**config.mk**
```make
export PLATFORM = sky130hd
export DESIGN_NAME = fc_inference_scheduler
export DESIGN_NICKNAME = d
export VERILOG_FILES = /design/src/rtl/fc_inference_scheduler.sv
export SDC_FILE = /design/constraint.sdc
export NUM_CORES = 1
export LEC_CHECK = 0
export ABC_AREA = 0
export CORE_MARGIN = 5
export CORE_UTILIZATION = 35
export CTS_BUF_LIST = sky130_fd_sc_hd__clkbuf_8
export DETAILED_ROUTE_END_ITERATION = 8
export GPL_ROUTABILITY_DRIVEN = 0
export PLACE_DENSITY = 0.95
export SKIP_CTS_REPAIR_TIMING = 1
export SLEW_MARGIN = 0
export SYNTH_ARGS = -nofsm -noshare
export SYNTH_HDL_FRONTEND = slang
export SYNTH_SLANG_ARGS = --single-unit
```
**constraint.sdc**
```tcl
create_clock -name clk -period 3 [get_ports clk]
set_input_delay 0.45 -clock clk [delete_from_list [all_inputs] [get_ports clk]]
set_output_delay 0.45 -clock clk [all_outputs]
set_load 0.01 [all_outputs]
```
**src/rtl/fc_inference_scheduler.sv**
```systemverilog
// Sequences a chain of FC layers one run pulse at a time with a per-layer watchdog,
// and arbitrates the shared input BRAM between the host (idle) and the layers (busy).
module fc_inference_scheduler #(
   parameter int NUM_LAYERS     = 2,
   parameter int TIMEOUT_CYCLES = 65536,
   parameter int ADDR_WIDTH     = 12,
   parameter int DATA_WIDTH     = 32,
   localparam int LIDX_W        = (NUM_LAYERS > 1) ? $clog2(NUM_LAYERS) : 1,
   localparam int WD_W          = $clog2(TIMEOUT_CYCLES) + 1
) (
   input  logic                  clk,
   input  logic                  reset,
   input  logic                  i_start,
   output logic [NUM_LAYERS-1:0] o_run,
   input  logic [NUM_LAYERS-1:0] i_layer_done,
   input  logic [3:0]            i_mnist_class,
   output logic                  o_busy,
   output logic                  o_done,
   output logic                  o_error,
   output logic [3:0]            o_mnist_class,
   output logic [LIDX_W-1:0]     o_layer_idx,
   input  logic                  host_ce,
   input  logic                  host_we,
   input  logic [ADDR_WIDTH-1:0] host_addr,
   input  logic [DATA_WIDTH-1:0] host_din,
   output logic                  host_stall,
   input  logic                  lyr_ce,
   input  logic                  lyr_we,
   input  logic [ADDR_WIDTH-1:0] lyr_addr,
   input  logic [DATA_WIDTH-1:0] lyr_din,
   output logic                  bram_ce,
   output logic                  bram_we,
   output logic [ADDR_WIDTH-1:0] bram_addr,
   output logic [DATA_WIDTH-1:0] bram_din
);

   typedef enum logic [2:0] {S_IDLE, S_LAUNCH, S_WAIT, S_DONE, S_ERROR} state_t;

   state_t            state_q, state_d;
   logic [LIDX_W-1:0] layer_idx_q, layer_idx_d;
   logic [WD_W-1:0]   watchdog_q, watchdog_d;
   logic              error_q, error_d;
   logic [3:0]        class_q, class_d;
   logic              done_match;
   logic              is_last;

   assign done_match = i_layer_done[layer_idx_q];
   assign is_last    = (layer_idx_q == LIDX_W'(NUM_LAYERS - 1));

   always_comb begin
      state_d     = state_q;
      layer_idx_d = layer_idx_q;
      watchdog_d  = watchdog_q;
      error_d     = error_q;
      class_d     = class_q;
      case (state_q)
         S_IDLE: begin
            // Host owns the BRAM in IDLE, so a start coinciding with host access waits.
            if (i_start && !host_ce) begin
               state_d     = S_LAUNCH;
               layer_idx_d = '0;
               error_d     = 1'b0;
            end
         end
         S_LAUNCH: begin
            watchdog_d = '0;
            state_d    = S_WAIT;
         end
         S_WAIT: begin
            watchdog_d = watchdog_q + WD_W'(1);
            if (done_match) begin
               if (is_last) begin
                  state_d = S_DONE;
                  class_d = i_mnist_class;
               end else begin
                  layer_idx_d = layer_idx_q + LIDX_W'(1);
                  state_d     = S_LAUNCH;
               end
            end else if (watchdog_q == WD_W'(TIMEOUT_CYCLES - 1)) begin
               state_d = S_ERROR;
            end
         end
         S_DONE: state_d = S_IDLE;
         S_ERROR: begin
            error_d = 1'b1;
            state_d = S_IDLE;
         end
         default: state_d = S_IDLE;
      endcase
   end

   always_ff @(posedge clk or posedge reset) begin
      if (reset) begin
         state_q     <= S_IDLE;
         layer_idx_q <= '0;
         watchdog_q  <= '0;
         error_q     <= 1'b0;
         class_q     <= 4'd0;
      end else begin
         state_q     <= state_d;
         layer_idx_q <= layer_idx_d;
         watchdog_q  <= watchdog_d;
         error_q     <= error_d;
         class_q     <= class_d;
      end
   end

   for (genvar gi = 0; gi < NUM_LAYERS; gi++) begin : g_run
      assign o_run[gi] = (state_q == S_LAUNCH) && (layer_idx_q == LIDX_W'(gi));
   end

   assign o_busy        = (state_q != S_IDLE);
   assign o_done        = (state_q == S_DONE);
   assign o_error       = error_q;
   assign o_mnist_class = class_q;
   assign o_layer_idx   = layer_idx_q;
   assign host_stall    = o_busy && host_ce;

   assign bram_ce   = o_busy ? lyr_ce   : host_ce;
   assign bram_we   = o_busy ? lyr_we   : host_we;
   assign bram_addr = o_busy ? lyr_addr : host_addr;
   assign bram_din  = o_busy ? lyr_din  : host_din;

endmodule

```
# Word-level counts from Yosys, hierarchy flattened
# Cells that the tools add are included.
word_totals:
  regBits: 26
  input_bits: 101
  wordCells: 48
classes:
  n_mux: 17
  eq_ne: 8
  bitwise_logic: 1
  n_reduce_logical: 14
  n_lt_le_gt_ge: 1
  addsub: 2
op_table:
  columns: ["operator", "count"]
  rows:
  - ["one-hot mux 17 bit (2 select lines)", 1]
  - ["2-to-1 mux 32 bit", 1]
  - ["adder 17 x 1 -> 17 bit, second input constant", 1]
  - ["== test 17 x 16 -> 1 bit, second input constant", 1]
  - ["2-to-1 mux 12 bit", 1]
  - ["2-to-1 mux 3 bit", 3]
  - ["one-hot mux 3 bit (3 select lines)", 1]
  - ["2-to-1 mux 1 bit", 7]
  - ["== test 3 x 2 -> 1 bit, second input constant", 2]
  - ["AND reduction 3 bit", 2]
  - ["nonzero test 2 bit", 3]
  - ["logical AND 1 bit", 4]
  - ["!= test 2 bit, second input constant", 2]
  - ["one-hot mux 1 bit (2 select lines)", 2]
  - ["AND reduction 2 bit", 2]
  - ["== test 3 x 1 -> 1 bit, second input constant", 1]
  - ["== test 3 bit, second input constant", 1]
  - ["logical NOT 3 bit", 1]
  - ["!= test 3 bit, second input constant", 1]
  - ["nonzero test 3 bit", 1]
  - ["< comparator 1 x 2 -> 1 bit, second input constant", 1]
  - ["2-to-1 mux 2 bit", 1]
  - ["adder 1 bit, second input constant", 1]
  - ["logical NOT 1 bit", 1]
  - ["NOT 1 bit", 1]

# Depth between registers and ports, before layout
# Gate-level depths: netlist (run 1).
logic_depth:
  depth_word: 4
  mapped_depth: 7
  ltp_nobuf: 7

# Worst setup path before layout (run 1)
# No wires, ideal clock.
synth_timing:
  path_kind: "reg2out"
  startpoint: "reg state_q[2]"
  endpoint: "out bram_addr[10]"
  stages_incl_launch_ff: 4
  t_required_ps: 2550
  arrival_ps: 1531
  setup_slack_ps: 1019
  cell_sequence: "dfrtp_1 nor3_1 clkbuf_1 mux2_2"
synth_via:
  elab_chain_len: 2
synth_rtl:
  columns: ["element", "line", "rtl"]
  rows:
  - ["start: declaration", "39", "state_t state_q, state_d;"]
  - ["start signal: assignment", "100", "state_q <= state_d;"]
  - ["nonzero test 3 bit", "112", "assign o_busy = (state_q != S_IDLE);"]
  - ["2-to-1 mux 12 bit", "121", "assign bram_addr = o_busy ? lyr_addr : host_addr;"]
  - ["end: declaration", "33", "output logic [ADDR_WIDTH-1:0] bram_addr,"]
# Every way passes these cells.

# Worst setup path after layout (run 1)
layout_timing:
  startpoint: "reg state_q[2]"
  endpoint: "out bram_din[5]"
layout_via:
  elab_chain_len: 2
layout_rtl:
  columns: ["element", "line", "rtl"]
  rows:
  - ["nonzero test 3 bit", "112", null]
  - ["2-to-1 mux 32 bit", "122", "assign bram_din = o_busy ? lyr_din : host_din;"]
  - ["end: declaration", "34", "output logic [DATA_WIDTH-1:0] bram_din"]
# Every way passes these cells.

==> out/qor.yml, run 1 <==
yosysUniqueCellTypes: 32
yosys.area.top_type: "dfrtp_1"
drv_cap: 0
power.switching_uw: 800
total_power_uw: 2290
cts-root-buf: "clkbuf_8"
synth_fp_nets: 278
synth_top_area_share_pct: 35.7
cpPeakStageDelay_ps: 530
synthArstFlopShare_pct: 100
netlist_area_um2: 1820
start_util_pct: 35.9
hold_depth: 1
rsz0062_at_grt: "no"
min_period_over_period_pct: 88.2
dr_wl_met2_um: 3910
dp_hpwl_um: 6090
fin_skew_ps: 1.76
clockBufferDepth: 2
cts_buffers: 3
pwr-share-comb_pct: 69.6
p_int_uw: 1490
grt_pass1_wl_um: 9850
fin_nets: 433
seq_area_frac_synth_pct: 35.7
start_kind: "flop"
crit_fanout: 50
ys_top_cells_by_area: "dfrtp_1 (36%), mux2_2 (32%), mux2i_1 (5.5%)"
critical_path_buf_inv_count: 2
finalNonFillerCells: 399
rr_worst_depth: 4
slew_headroom_pct: 36.4
synth-seq-cells: 26
synthCells: 175
io_buffers: 157
place_inst: 395
hold_path_class: "reg -> reg"
min-delay-start: "watchdog_q[12]"
finalSetupViolations: 0
critPathKind: "reg -> out"
worstPathCellList: "nor3_2 > buf_12 > mux2_2 > clkdlybuf4s50_1"
ff2ff_setup_slack_ps: 970
worst_ep_arrival_time_ps: 2200
first_pass_iters: 4
outcome: "finished clean"
wl_per_cell_um: 17.8
crit_family: "buffers and inverters"
viasPerCell: 4.91
seq_power_share_pct: 20.7
die_y_um: 82.1
p_leak_uw: 0.00145
holdPathEnd: "watchdog_q[12]"
rows: 26
overflow: 0
p_clk_share_pct: 9.7
die_w_um: 82.1
coreArea_um2: 5070
dieArea_um2: 6740
clkTransAtPathRegs_ps: 90
rr_startpoint: "state_q[2]"
clk_latency_ps: 270
area_delta_synth_final_pct: 93.4
period_needed_ps: 2650
drtIter0Drc: 52
cp-end-kind: "output port"
grt_pass1_vias: 2090
htreeDepth: 1
io_pins: 158
hold_viol: 0
slowest_stage: "clkdlybuf4s50_1"
grt_max_degree: 51
clock_sinks: 26
synth-main-ff-cell: "dfrtp_1"
critPathRequiredTime_ps: 2550
setup_ws_ps: 354
grt_antenna_before_repair: 0
synth_edf_count: 0
diodes: 0
rr_endpoint: "watchdog_q[9]"
drive_gt1_share_pct: 19.1
avgSynthCellArea_um2: 10.4
ant_nets: 0
power_density_nw_per_um2: 650
grt_usage_pct: 19.4
ir_worst_vdd_uv: 347
fmax_mhz: 378
highest-signal-layer: "met4"
fin_setup_tns_ps: 0
worst_pin_slew_ps: 953
cts_tree: "yes"
swShare_pct: 34.9
drc_errors: 0
vias: 1960
yosys_warnings: 0
place_ws_ps: 644
wl_um: 7110
wl_met1_um: 2480
drv_slew: 0
routed-wl-met3_um: 557
[routing by layer]
| metal | global-route usage, % | up-vias |
|---|---|---|
| li1 | - | 938 |
| met5 | 0 | - |
| met3 | 5.97 | 14 |
| met2 | 36.1 | 83 |
| met4 | 7.64 | 0 |
| met1 | 20.1 | 925 |
[worst max path at each step]
| stage | startpoint | cells after the start | endpoint |
|---|---|---|---|
| 4_1_cts | state_q[2] | 4 | bram_din[28] |
| 5_1_grt | state_q[2] | 4 | bram_din[28] |
| 6_report | state_q[2] | 4 | bram_din[5] |
| 2_1_floorplan | state_q[2] | 3 | bram_addr[10] |
| 3_5_place_dp | state_q[2] | 4 | bram_din[28] |
| 3_3_place_gp | state_q[2] | 4 | bram_din[30] |
[layout make-up]
cell class,instances,area (um^2)
Clock buffer,4,55.1
Fill cell,387,1550
Inverter,3,11.3
Multi-Input combinational cell,138,1120
Sequential cell,26,651
Tap cell,70,87.6
Timing Repair Buffer,158,1590
[registers in the layout, indices dropped and copies added, names as in the netlist]
| register | flops |
|---|---|
| watchdog_q | 17 |
| state_q | 3 |
| o_mnist_class | 4 |
| o_error | 1 |
| o_layer_idx | 1 |
[placed cells by master (no fill, tap or decap), types with 2 or more instances in the layout]
master | netlist | final
and3_1 | 6 | 6
nor2_1 | 8 | 8
nand4_1 | 3 | 3
a21oi_1 | 2 | 2
nand3_1 | 4 | 4
nor2b_1 | 2 | 2
mux2i_1 | 10 | 10
a22o_1 | 2 | 2
mux2_2 | 51 | 51
inv_1 | 3 | 3
o31ai_1 | 2 | 2
clkbuf_8 | 0 | 4
and2_1 | 3 | 3
o21ai_0 | 7 | 7
nand2_1 | 22 | 22
dfrtp_1 | 26 | 26
clkdlybuf4s50_1 | 0 | 157
ha_1 | 2 | 2
[power by group through the flow]
| stage | registers (uW) | logic (uW) | clock network [uW] |
|---|---|---|---|
| after detailed placement | 479 | 1600 | 0 |
| after CTS | 472 | 1610 | 228 |
| after global routing | 481 | 1690 | 242 |
| after global placement | 473 | 1580 | 0 |
| final | 474 | 1590 | 221 |
| after floorplan | 480 | 785 | 0 |
[cells by family after synthesis]
group	after synthesis	share of synthesized area, %
mux	61	37.0
simple gates	59	17.5
flops	26	35.7
compound gates	15	5.09
buf+inv	11	2.75
fa+ha+maj	2	1.37
xor+xnor	1	0.481
[stage by stage]
step / cell area, um^2 / utilization, % / hold slack [ps]
after floorplan: 1820 / - / 445
after global placement: 3470 / 68.3 / 465
after detailed placement: 3470 / 68.3 / 475
final: 3520 / 69.4 / 482
after CTS: 3520 / 69.4 / 487
after global routing: 3520 / 69.4 / 510
[synthesized netlist by cell type (all sizes together) (3+ instances only)]
library cell,instances
mux2,51
nand2,22
inv,3
mux2i,10
nand4,3
o21ai,7
dfrtp,26
and2,3
and3,7
nor2,8
nand3,4
clkbuf,6
Note: power is estimated with default switching activity, not from simulation.
==> inputs of run 2 (changes only) <==
--- a/config.mk
+++ b/config.mk
@@ -11,9 +11,9 @@
 export CTS_BUF_LIST = sky130_fd_sc_hd__clkbuf_8
 export DETAILED_ROUTE_END_ITERATION = 8
 export GPL_ROUTABILITY_DRIVEN = 0
+export HOLD_SLACK_MARGIN = 0.06
 export PLACE_DENSITY = 0.95
 export SKIP_CTS_REPAIR_TIMING = 1
-export SLEW_MARGIN = 0
 export SYNTH_ARGS = -nofsm -noshare
 export SYNTH_HDL_FRONTEND = slang
 export SYNTH_SLANG_ARGS = --single-unit
==> results of run 2 <==
No change in the layout: final DEF, timing and power equal those of run 1.
